### config.mk
export PLATFORM = sky130hd
export DESIGN_NAME = im_filter_frame_ctrl
export DESIGN_NICKNAME = d
export VERILOG_FILES = /design/src/rtl/im_filter_pkg.sv /design/src/rtl/im_raster_counter.sv /design/src/rtl/im_filter_frame_ctrl.sv
export SDC_FILE = /design/constraint.sdc
export NUM_CORES = 1
export LEC_CHECK = 0
export ABC_AREA = 1
export CORE_UTILIZATION = 35
export CTS_CLUSTER_DIAMETER = 200
export CTS_CLUSTER_SIZE = 14
export DETAILED_ROUTE_END_ITERATION = 10
export SLEW_MARGIN = 20
export SYNTH_ARGS = -nofsm -noshare
export SYNTH_HDL_FRONTEND = slang
export SYNTH_HIERARCHICAL = 1
export SYNTH_SLANG_ARGS = --single-unit
### constraint.sdc
create_clock -name clk -period 2.7 [get_ports clk]
set_clock_uncertainty 0.2 [all_clocks]
set_input_delay 0.81 -clock clk [delete_from_list [all_inputs] [get_ports clk]]
set_output_delay 0.81 -clock clk [all_outputs]
set_load 0.01 [all_outputs]
### src/rtl/im_filter_pkg.sv
// Shared definitions for the spatial-filter frame controller.
// Contents:
//   data_id_t  - tag carried with every input word (pixel, coefficient, config, frame start)
//   border_t   - border handling mode applied to windows near the image edge
//   state_t    - frame controller state encoding
//   SEL_W      - width of the sel_* outputs for the default 7x7 mask
//   sel_width  - the same width for an arbitrary odd mask size
package im_filter_pkg;

  typedef enum logic [1:0] {
    ID_PIX    = 2'b00,
    ID_COEF   = 2'b01,
    ID_CFG    = 2'b10,
    ID_FSTART = 2'b11
  } data_id_t;

  typedef enum logic [1:0] {
    BM_NONE   = 2'd0,
    BM_ZERO   = 2'd1,
    BM_MIRROR = 2'd2,
    BM_REPL   = 2'd3
  } border_t;

  typedef enum logic [1:0] {
    ST_IDLE   = 2'd0,
    ST_STREAM = 2'd1,
    ST_FLUSH  = 2'd2,
    ST_DONE   = 2'd3
  } state_t;

  localparam int MASK_WIDTH_DEF = 7;
  localparam int H_DEF          = MASK_WIDTH_DEF / 2;
  localparam int SEL_W          = $clog2(H_DEF + 1);

  // Bits needed to encode 0..H missing rows/columns; never narrower than 1.
  function automatic int sel_width(input int mask_width);
    int w;
    w = $clog2(mask_width / 2 + 1);
    return (w < 1) ? 1 : w;
  endfunction

endpackage

### src/rtl/im_raster_counter.sv
// Raster-order row/column counter.
// Ports:
//   clk, rst  - clock, asynchronous active-high reset
//   clr       - synchronous clear to (0,0); wins over en
//   en        - advance one position in raster order
//   row, col  - current position
//   wrap      - current position is the last one of the frame (next en returns to 0,0)
module im_raster_counter #(
  parameter int CNT_BIT   = 10,
  parameter int ROW_WIDTH = 640,
  parameter int COL_WIDTH = 480
) (
  input  logic               clk,
  input  logic               rst,
  input  logic               clr,
  input  logic               en,
  output logic [CNT_BIT-1:0] row,
  output logic [CNT_BIT-1:0] col,
  output logic               wrap
);

  localparam logic [CNT_BIT-1:0] COL_MAX = CNT_BIT'(ROW_WIDTH - 1);
  localparam logic [CNT_BIT-1:0] ROW_MAX = CNT_BIT'(COL_WIDTH - 1);

  logic col_end;

  assign col_end = (col == COL_MAX);
  assign wrap    = col_end && (row == ROW_MAX);

  always_ff @(posedge clk or posedge rst) begin
    if (rst) begin
      row <= '0;
      col <= '0;
    end else if (clr) begin
      row <= '0;
      col <= '0;
    end else if (en) begin
      if (col_end) begin
        col <= '0;
        row <= wrap ? '0 : row + CNT_BIT'(1);
      end else begin
        col <= col + CNT_BIT'(1);
      end
    end
  end

endmodule

### src/rtl/im_filter_frame_ctrl.sv
// Frame-aware control unit for the spatial-filter pipeline.
// Decodes the tagged input stream and drives the row buffers, the coefficient
// file and the filter-function enable, with selectable border handling.
// Ports:
//   clk, reset_in         - clock, asynchronous active-high reset
//   data_in_valid/ready   - input handshake; a word is taken on valid & ready
//   data_in, data_id      - payload and its tag (pixel/coef/config/frame start)
//   buf_valid, buf_pix    - push into the row buffers (pixel, or 0 while flushing)
//   cf_wr_en, cf_wr_data  - coefficient-file write
//   sel_*                 - rows/cols of the window lying outside the image
//   border_mode           - mode the current/next frame runs in
//   en_funct              - window centred at (cr,cc) is ready for the filter
//   frame_done            - one-cycle pulse after the last en_funct of a frame
//   busy, err             - not idle; sticky protocol error (cleared by frame start)
module im_filter_frame_ctrl
  import im_filter_pkg::*;
#(
  parameter int DATA_BIT   = 15,
  parameter int ROW_WIDTH  = 640,
  parameter int COL_WIDTH  = 480,
  parameter int MASK_WIDTH = 7,
  parameter int CNT_BIT    = 10,
  parameter int COFCNT_BIT = 15,
  parameter int PIX_BIT    = 8,
  localparam int SEL_BITS  = sel_width(MASK_WIDTH)
) (
  input  logic                  clk,
  input  logic                  reset_in,
  input  logic                  data_in_valid,
  output logic                  data_in_ready,
  input  logic [DATA_BIT-1:0]   data_in,
  input  logic [1:0]            data_id,
  output logic                  buf_valid,
  output logic [PIX_BIT-1:0]    buf_pix,
  output logic                  cf_wr_en,
  output logic [COFCNT_BIT-1:0] cf_wr_data,
  output logic [SEL_BITS-1:0]   sel_top_row,
  output logic [SEL_BITS-1:0]   sel_btm_row,
  output logic [SEL_BITS-1:0]   sel_left_col,
  output logic [SEL_BITS-1:0]   sel_right_col,
  output logic [1:0]            border_mode,
  output logic                  en_funct,
  output logic                  frame_done,
  output logic                  busy,
  output logic                  err
);

  localparam int H      = MASK_WIDTH / 2;
  localparam int NCOEF  = MASK_WIDTH * MASK_WIDTH;
  localparam int CIDX_W = (NCOEF > 1) ? $clog2(NCOEF) : 1;

  localparam logic [CNT_BIT-1:0] H_C   = CNT_BIT'(H);
  localparam logic [CNT_BIT-1:0] CR_HI = CNT_BIT'(COL_WIDTH - 1 - H);
  localparam logic [CNT_BIT-1:0] CC_HI = CNT_BIT'(ROW_WIDTH - 1 - H);
  localparam logic [CIDX_W-1:0]  CIDX_MAX = CIDX_W'(NCOEF - 1);

  // Rows/cols missing on the low side of a window centred at v.
  function automatic logic [SEL_BITS-1:0] miss_lo(input logic [CNT_BIT-1:0] v);
    if (v < H_C) return SEL_BITS'(H_C - v);
    return '0;
  endfunction

  // Rows/cols missing on the high side, where lim is the last fully-inside centre.
  function automatic logic [SEL_BITS-1:0] miss_hi(input logic [CNT_BIT-1:0] v,
                                                  input logic [CNT_BIT-1:0] lim);
    if (v > lim) return SEL_BITS'(v - lim);
    return '0;
  endfunction

  state_t state, state_nx;

  logic               accept;
  logic [CNT_BIT-1:0] ar, ac, cr, cc;
  logic               arr_last, cen_last;
  logic               arr_en, arr_clr, cen_en, cen_clr;
  logic               centre_on, centre_on_nx;
  logic               at_d, adv, push, inner;
  logic [CIDX_W-1:0]  coef_idx, coef_idx_nx;

  logic                  buf_valid_nx;
  logic [PIX_BIT-1:0]    buf_pix_nx;
  logic                  cf_wr_en_nx;
  logic [COFCNT_BIT-1:0] cf_wr_data_nx;
  logic [SEL_BITS-1:0]   sel_top_nx, sel_btm_nx, sel_left_nx, sel_right_nx;
  logic [1:0]            mode_nx;
  logic                  en_funct_nx, frame_done_nx, err_nx;

  assign accept = data_in_valid && data_in_ready;

  // Arrival position: where the next pushed pixel lands in the raster.
  im_raster_counter #(
    .CNT_BIT   (CNT_BIT),
    .ROW_WIDTH (ROW_WIDTH),
    .COL_WIDTH (COL_WIDTH)
  ) u_arrival (
    .clk  (clk),
    .rst  (reset_in),
    .clr  (arr_clr),
    .en   (arr_en),
    .row  (ar),
    .col  (ac),
    .wrap (arr_last)
  );

  // Centre position: the window centre that becomes complete on the next advance.
  im_raster_counter #(
    .CNT_BIT   (CNT_BIT),
    .ROW_WIDTH (ROW_WIDTH),
    .COL_WIDTH (COL_WIDTH)
  ) u_centre (
    .clk  (clk),
    .rst  (reset_in),
    .clr  (cen_clr),
    .en   (cen_en),
    .row  (cr),
    .col  (cc),
    .wrap (cen_last)
  );

  // The centre starts moving once H rows plus H pixels are buffered, i.e. when
  // the push at arrival index H*ROW_WIDTH+H happens.
  assign at_d  = (ar == H_C) && (ac == H_C);
  assign inner = (cr >= H_C) && (cr <= CR_HI) && (cc >= H_C) && (cc <= CC_HI);

  always_comb begin
    state_nx      = state;
    arr_en        = 1'b0;
    arr_clr       = 1'b0;
    cen_clr       = 1'b0;
    centre_on_nx  = centre_on;
    push          = 1'b0;
    buf_pix_nx    = '0;
    cf_wr_en_nx   = 1'b0;
    cf_wr_data_nx = cf_wr_data;
    coef_idx_nx   = coef_idx;
    mode_nx       = border_mode;
    err_nx        = err;
    frame_done_nx = 1'b0;

    case (state)
      ST_IDLE: begin
        if (accept) begin
          case (data_id)
            ID_COEF: begin
              cf_wr_en_nx   = 1'b1;
              cf_wr_data_nx = data_in[COFCNT_BIT-1:0];
              coef_idx_nx   = (coef_idx == CIDX_MAX) ? '0 : coef_idx + CIDX_W'(1);
            end
            ID_CFG:  mode_nx = data_in[1:0];
            ID_PIX:  err_nx  = 1'b1;
            default: begin
              arr_clr      = 1'b1;
              cen_clr      = 1'b1;
              centre_on_nx = 1'b0;
              err_nx       = 1'b0;
              state_nx     = ST_STREAM;
            end
          endcase
        end
      end
      ST_STREAM: begin
        if (accept) begin
          case (data_id)
            ID_PIX: begin
              push       = 1'b1;
              buf_pix_nx = data_in[PIX_BIT-1:0];
              arr_en     = 1'b1;
              if (arr_last)
                state_nx = (border_mode == BM_NONE) ? ST_DONE : ST_FLUSH;
            end
            ID_FSTART: begin
              // Abort: restart the frame in place, the old one never completes.
              arr_clr      = 1'b1;
              cen_clr      = 1'b1;
              centre_on_nx = 1'b0;
              err_nx       = 1'b0;
            end
            default: err_nx = 1'b1;
          endcase
        end
      end
      ST_FLUSH: begin
        // Zero pushes drain the last H rows + H pixels worth of centres.
        push = 1'b1;
        if (cen_last) state_nx = ST_DONE;
      end
      default: begin
        frame_done_nx = 1'b1;
        state_nx      = ST_IDLE;
      end
    endcase

    adv = push && (centre_on || at_d);
    if (adv) centre_on_nx = 1'b1;
    if (arr_clr) centre_on_nx = 1'b0;
    cen_en       = adv;
    buf_valid_nx = push;

    en_funct_nx  = 1'b0;
    sel_top_nx   = '0;
    sel_btm_nx   = '0;
    sel_left_nx  = '0;
    sel_right_nx = '0;
    if (adv) begin
      if (border_mode == BM_NONE) begin
        en_funct_nx = inner;
      end else begin
        en_funct_nx  = 1'b1;
        sel_top_nx   = miss_lo(cr);
        sel_btm_nx   = miss_hi(cr, CR_HI);
        sel_left_nx  = miss_lo(cc);
        sel_right_nx = miss_hi(cc, CC_HI);
      end
    end
  end

  always_ff @(posedge clk or posedge reset_in) begin
    if (reset_in) state <= ST_IDLE;
    else          state <= state_nx;
  end

  // Output stage: every output is the registered image of the accepted word.
  always_ff @(posedge clk or posedge reset_in) begin
    if (reset_in) begin
      centre_on     <= 1'b0;
      coef_idx      <= '0;
      data_in_ready <= 1'b0;
      buf_valid     <= 1'b0;
      buf_pix       <= '0;
      cf_wr_en      <= 1'b0;
      cf_wr_data    <= '0;
      sel_top_row   <= '0;
      sel_btm_row   <= '0;
      sel_left_col  <= '0;
      sel_right_col <= '0;
      border_mode   <= '0;
      en_funct      <= 1'b0;
      frame_done    <= 1'b0;
      busy          <= 1'b0;
      err           <= 1'b0;
    end else begin
      centre_on     <= centre_on_nx;
      coef_idx      <= coef_idx_nx;
      data_in_ready <= (state_nx == ST_IDLE) || (state_nx == ST_STREAM);
      buf_valid     <= buf_valid_nx;
      buf_pix       <= buf_pix_nx;
      cf_wr_en      <= cf_wr_en_nx;
      cf_wr_data    <= cf_wr_data_nx;
      sel_top_row   <= sel_top_nx;
      sel_btm_row   <= sel_btm_nx;
      sel_left_col  <= sel_left_nx;
      sel_right_col <= sel_right_nx;
      border_mode   <= mode_nx;
      en_funct      <= en_funct_nx;
      frame_done    <= frame_done_nx;
      busy          <= (state_nx != ST_IDLE);
      err           <= err_nx;
    end
  end

endmodule

* After elaboration in Yosys (flattened, before gate mapping)
Cells that the tools add are included.
W data, S select, Z words.
** Word-level totals
- Register bits after elaboration :: 83
- Latch bits :: 0
- RAM bits :: 0
- Bits in read-only memories :: 0
- Input bits :: 20
- Output and inout port bits :: 40
- Word-level logic and storage cells :: 166
- Memories kept :: 0
** Cells by class
- Add/sub/neg operators :: 8
- $mul :: 0
- Divide/modulo/power cells :: 0
- Order comparisons :: 8
- Equality and inequality tests :: 20
- Shift operators :: 0
- Muxes and demuxes :: 80
- Bitwise operators :: 0
- Reduce and logical (&&, ||, !) cells :: 30
** Operators with widths (number)
- $mux W10 :: 14
- $mux W2 :: 22
- $add A10 B1 Y10 const B :: 4
- $mux W1 :: 34
- $mux W8 :: 3
- $eq A10 B10 Y1 const B :: 2
- $eq A10 B2 Y1 const B :: 2
- $eq A10 B9 Y1 const B :: 2
- $ge A10 B2 Y1 const B :: 2
- $lt A10 B2 Y1 const B :: 2
- $ne A4 B4 Y1 const B :: 3
- $pmux W1 S2 :: 6
- $reduce_bool A2 Y1 :: 6
- $gt A10 B10 Y1 const B :: 1
- $gt A10 B9 Y1 const B :: 1
- $le A10 B10 Y1 const B :: 1
- $le A10 B9 Y1 const B :: 1
- $reduce_and A5 Y1 :: 2
- $logic_and A1 B1 Y1 :: 8
- $logic_not A2 Y1 :: 4
- $ne A2 B2 Y1 const B :: 4
- $eq A2 B1 Y1 const B :: 3
- $eq A2 B2 Y1 const B :: 3
- $pmux W2 S3 :: 1
- other kinds (9) :: 15

* Longest topological paths before layout
- Depth after elaboration :: 9
- Mapped depth :: 13
- Gate-level depth less buffers :: 13

* Cells and area by module
Netlist, hierarchy kept.
** By module, submodules not included
- im_raster_counter :: times used 2, cells an instance 151, area each 1146.1 µm², seq. area each 500.5 µm²
- im_filter_frame_ctrl :: times used 1, cells an instance 235, area each 1991.9 µm², seq. area each 1076.0 µm²

* Least setup slack after synthesis
OpenSTA, ideal clock, no wires.
- Kind :: input port to flip-flop
- From :: input port data_id[0]
- To :: register u_centre.row[0]
- Library setup time :: 0.127 ns
- Arrival :: 2.285 ns
- Required time :: 2.373 ns
- Setup slack :: 0.089 ns
- Stages on the path :: 13
- Path buffers :: 1
- Path through :: inv_1 > ha_1 > nand2_1 > inv_2 > nand2_4 > a21boi_4 > a21boi_4 > nor2_4 > inv_1 > nand2_4 > buf_6 > nand2_1 > o21ai_1
** On the way
- Word-level cells in the longest chain between the ends :: 7
- Elaborated cells between the ends (all ways) :: 18
- Classes of those cells :: 3 x eq/ne; 9 x mux; 6 x reduce/logical
** RTL lines
- from (decl) :: RTL line im_filter_frame_ctrl.sv:32 : input logic [1:0] data_id,
- $logic_not A2 Y1 :: RTL line im_filter_frame_ctrl.sv:163 : case (data_id)
- $mux W1 :: RTL line im_filter_frame_ctrl.sv:163
- $mux W1 :: RTL line im_filter_frame_ctrl.sv:162 : if (accept) begin
- $pmux W1 S2 :: RTL line im_filter_frame_ctrl.sv:140 : case (state)
- net buf_valid_nx :: RTL line im_filter_frame_ctrl.sv:80 : logic buf_valid_nx;
- $logic_and A1 B1 Y1 :: RTL line im_filter_frame_ctrl.sv:193 : adv = push && (centre_on || at_d);
- net adv :: RTL line im_filter_frame_ctrl.sv:77 : logic at_d, adv, push, inner;
- $reduce_bool A2 Y1 (no source line)
- $reduce_and A2 Y1 (no source line)
- to (signal assigned) :: RTL line im_raster_counter.sv:40 : row <= wrap ? '0 : row + CNT_BIT'(1);
- to (decl) :: RTL line im_raster_counter.sv:17 : output logic [CNT_BIT-1:0] row,
The timed path passes the listed nets, and every way through them passes these cells.
A chain may end at the register's enable or synchronous reset.

* Final worst setup path
- From :: input port data_id[1]
- To :: register u_centre.col[5]
** On the way
- Word-level cells in the longest chain between the ends :: 6
- Elaborated cells between the ends (all ways) :: 16
- Classes of those cells :: 3 x eq/ne; 9 x mux; 4 x reduce/logical
** RTL lines
- $logic_not A2 Y1 :: RTL line im_filter_frame_ctrl.sv:163
- $mux W1 :: RTL line im_filter_frame_ctrl.sv:163
- $mux W1 :: RTL line im_filter_frame_ctrl.sv:162
- $pmux W1 S2 :: RTL line im_filter_frame_ctrl.sv:140
- net buf_valid_nx :: RTL line im_filter_frame_ctrl.sv:80
- $logic_and A1 B1 Y1 :: RTL line im_filter_frame_ctrl.sv:193
- net adv :: RTL line im_filter_frame_ctrl.sv:77
- $reduce_bool A2 Y1 (no source line)
- to (signal assigned) :: RTL line im_raster_counter.sv:42 : col <= col + CNT_BIT'(1);
- to (decl) :: RTL line im_raster_counter.sv:18 : output logic [CNT_BIT-1:0] col,
The timed path passes the listed nets, and every way through them passes these cells.

==> key figures <==
CTS
  • Clock Sinks: a little over 80
  • CTS tree: yes
  • Clk root buf: clkbuf_16
  • Worst-Skew Late Latency: roughly 0.34 ns
  • Clk pin slew, worst setup/hold paths: ~0.06 ns
  • CTS max path bufs: 2
  • Num CTS Buffers: 9
  • CTS H-tree depth: 3

Detailed routing
  • Via count: about 3800
  • DRC: 0
  • Via/cell ratio: between 4 and 5
  • Initial DRC count: 274
  • Drt wl/cell: 12.5 um
  • Detailed Routing Iterations Pass 1: 5
  • Final antenna-violating net count: 0
  • Final wirelength: around 9800 um

Power
  • Power per standard cell area: around 450 nW/um^2
  • Max IR drop VDD: between 0.2 and 0.25 mV
  • Lkg Pwr: 0.00275 uW

Floorplanning
  • Chip Height: about 110 um
  • I/O pins: 60
  • Initial Util: a little over a third
  • Full die area: around 13000 um^2
  • Site row count: 40
  • Core ar.: around 12000 um^2
  • DIE WIDTH: 113 um

Timing
  • Setup TNS: 0 ns
  • Slew Viols, Final: 0
  • Fin crit share: just under 100%
  • Max_slew headroom: around three fifths
  • Peak Freq: around 380 MHz
  • Least-Margin Pin Slew: slightly above 0.6 ns
  • Fin crit period: around 2.6 ns
  • Final hold viol count: 0
  • Final setup viols: 0

Setup path
  • Startpoint class of the critical path: input port
  • CP required: between 2 and 3 ns
  • CP endpoint kind: register
  • CP Launch Point: data_id[1]
  • Reg2Reg Depth: 11
  • WP data arrival: about 2.7 ns
  • Worst Path Class, Setup: in2reg
  • Worst path max stage delay: about 0.45 ns
  • Worst r2r src: u_centre/row[0]
  • Crit Path Max Fanout: 5
  • Cells along the critical path: clkdlybuf4s50_1 > inv_2 > ha_4 > nand2_1 > inv_2 > nand2_4 > a21boi_4 > a21boi_4 > nor2_4 > buf_4 > nor2_2 > nand2_1 > a21oi_2
  • Slowest-stage cell, CP: clkdlybuf4s50_1

Placement
  • Routability-driven placement congestion ratio: approximately 0.83
  • PortBufs: 59
  • Hpwl dp: 7450 um

Synthesis
  • Compound-Gate Fraction of Synth Area: approximately 7.7%
  • Post-Synth Adder-Cell Area: under 10%
  • Xor-xnor portion of the synthesized cell area: roughly 2.5%
  • Area leader, netlist: dfrtp_1
  • Synth warn: 6
  • Fraction of the mapped netlist area in simple logic gates: between 30% and 40%
  • Post-synthesis mux area share: less than 1%
  • Synth unique cells: 35
  • Top-area cell type share of the netlist area: between 40 and 50%
  • Syn Nets: 570
  • Post-synthesis async set-or-reset flop share: 100%
  • Most frequent cells after synthesis: nand2_1 (147), dfrtp_1 (83), nor2_1 (79)
  • Seq/Total Area, Yosys: 48.5%
  • Predominant post-synthesis flop cell: dfrtp_1
  • Most numerous cell in the Yosys netlist: nand2_1
  • Yosys reg bits: 83
  • Combinational family with the most area after synthesis: simple AND/OR/NAND/NOR gates
  • Synth area leaders: dfrtp_1 (48%), nand2_1 (13%), nor2_1 (6.9%)
  • Post-Syn Instances: about 540
  • Post-synth EDFFs: 0
  • Synth Cell Area: 4280 um^2
  • Syn Area/Cell: 7.98 um^2

Global routing
  • Number of global-route vias before repair: 3637
  • Largest net degree at the start of global routing: 29
  • Initial antenna violation count: 0
  • Remaining Overflow, GRT: 0
  • First-pass GRT wire length: around 16000 um
  • GRT Resource Usage Total: between 15 and 20%

Worst hold path
  • Hold Crit Class: reg2reg
  • Hold Crit Start: centre_on
  • Hold path cells: 2

Final layout
  • Area growth syn-to-layout: 31.5%
  • Diode count: 0
  • Final core occ: around 47%
  • Layout cells sized above 1: 12.7%
  • Final net count: about 670

Run status
  • Status: finished clean

Run
  • Maxcap violations: 0
==> layer usage <==
| layer | up-vias | track usage [%] | wire (um) |
|---|---|---|---|
| li1 | 1896 | - | - |
| met1 | 1744 | 20.3 | 4490 |
| met2 | 114 | 28.0 | 4690 |
| met3 | 10 | 3.67 | 520 |
| met4 | 0 | 5.60 | 124 |
| met5 | - | 0 | 0 |
==> timing repair <==
action,4_1_cts,5_1_grt
endpoints found under the setup margin,5,34
hold buffers,0,0
gates resized for setup,2,11
cloned,0,0
setup buffers,0,1
==> state kept, by name (all words and copies together), names as in the netlist <==
| name | cells |
|---|---|
| buf_valid | 1 |
| frame_done | 1 |
| border_mode | 2 |
| u_centre/col | 10 |
| cf_wr_en | 1 |
| u_centre/row | 10 |
| buf_pix | 8 |
| state | 2 |
| sel_left_col | 2 |
| u_arrival/col | 10 |
| en_funct | 1 |
| busy | 1 |
| u_arrival/row | 10 |
| data_in_ready | 1 |
| sel_top_row | 2 |
| sel_right_col | 2 |
| err | 1 |
| sel_btm_row | 2 |
| centre_on | 1 |
| cf_wr_data | 15 |
==> power breakdown <==
part	switching [uW]	internal [uW]	total, uW
Clock	485	741	1230
Sequential	0	1240	1240
Combinational	41.4	39.0	80.4
==> kinds of logic after synthesis <==
| kind of cell | count (synthesis) |
|---|---|
| simple gates | 299 |
| flops | 83 |
| buf+inv | 72 |
| compound gates | 56 |
| fa+ha+maj | 13 |
| xor+xnor | 12 |
| mux | 2 |
==> layout make-up <==
| type | count | area, um^2 |
|---|---|---|
| Clock inverter | 5 | 61.3 |
| Inverter | 68 | 255 |
| Multi-Input combinational cell | 382 | 1960 |
| Sequential cell | 83 | 2080 |
| Timing Repair Buffer | 89 | 853 |
| Tap cell | 147 | 184 |
| Fill cell | 1138 | 6330 |
| Clock buffer | 10 | 239 |
==> through the flow <==
stage          hold slack (ns)  cell area [um^2]  total power (uW)  setup WS (ns)  cells
2_1_floorplan            0.241              4280              1290         0.0887    537
3_3_place_gp             0.261              5280              1350         -0.272    768
3_5_place_dp             0.266              5280              1350         -0.373    768
4_1_cts                  0.280              5590              2580         0.0450    783
5_1_grt                  0.312              5630              2660        -0.0108    784
6_report                 0.272              5630              2550         0.0931    784
==> worst max-delay path: cells and delay by family <==
family | cells | cell delay [ns]
AO/OA/AOI/OAI | 3 | 0.54
adder cells (fa/ha/maj) | 1 | 0.13
AND/OR/NAND/NOR | 5 | 0.40
buffers and inverters | 4 | 0.79
==> final timing paths <==
check / endpoint / slack [ns]
max: u_centre/col[5] / 0.09
min: centre_on / 0.27
max reg2reg: busy / 0.46
min reg2reg: centre_on / 0.27
max in group asynchronous: sel_btm_row[0] / 1.11
min in group asynchronous: buf_valid / 0.70
==> cell usage in the layout (no fill, tap or decap), types with 3 or more instances in the layout <==
master / count
a21oi_1: 14
buf_4: 27
nand3_1: 28
nand2_4: 4
nand2_2: 6
clkdlybuf4s50_1: 59
inv_1: 60
o21ai_1: 16
inv_2: 6
nor3_1: 12
nor2_2: 5
o21ai_0: 16
buf_12: 3
ha_1: 12
nand2_1: 147
xor2_1: 12
nor2_1: 76
dfrtp_1: 83
nand4_1: 6
clkbuf_16: 9
Note: power is estimated with default switching activity, not from simulation.
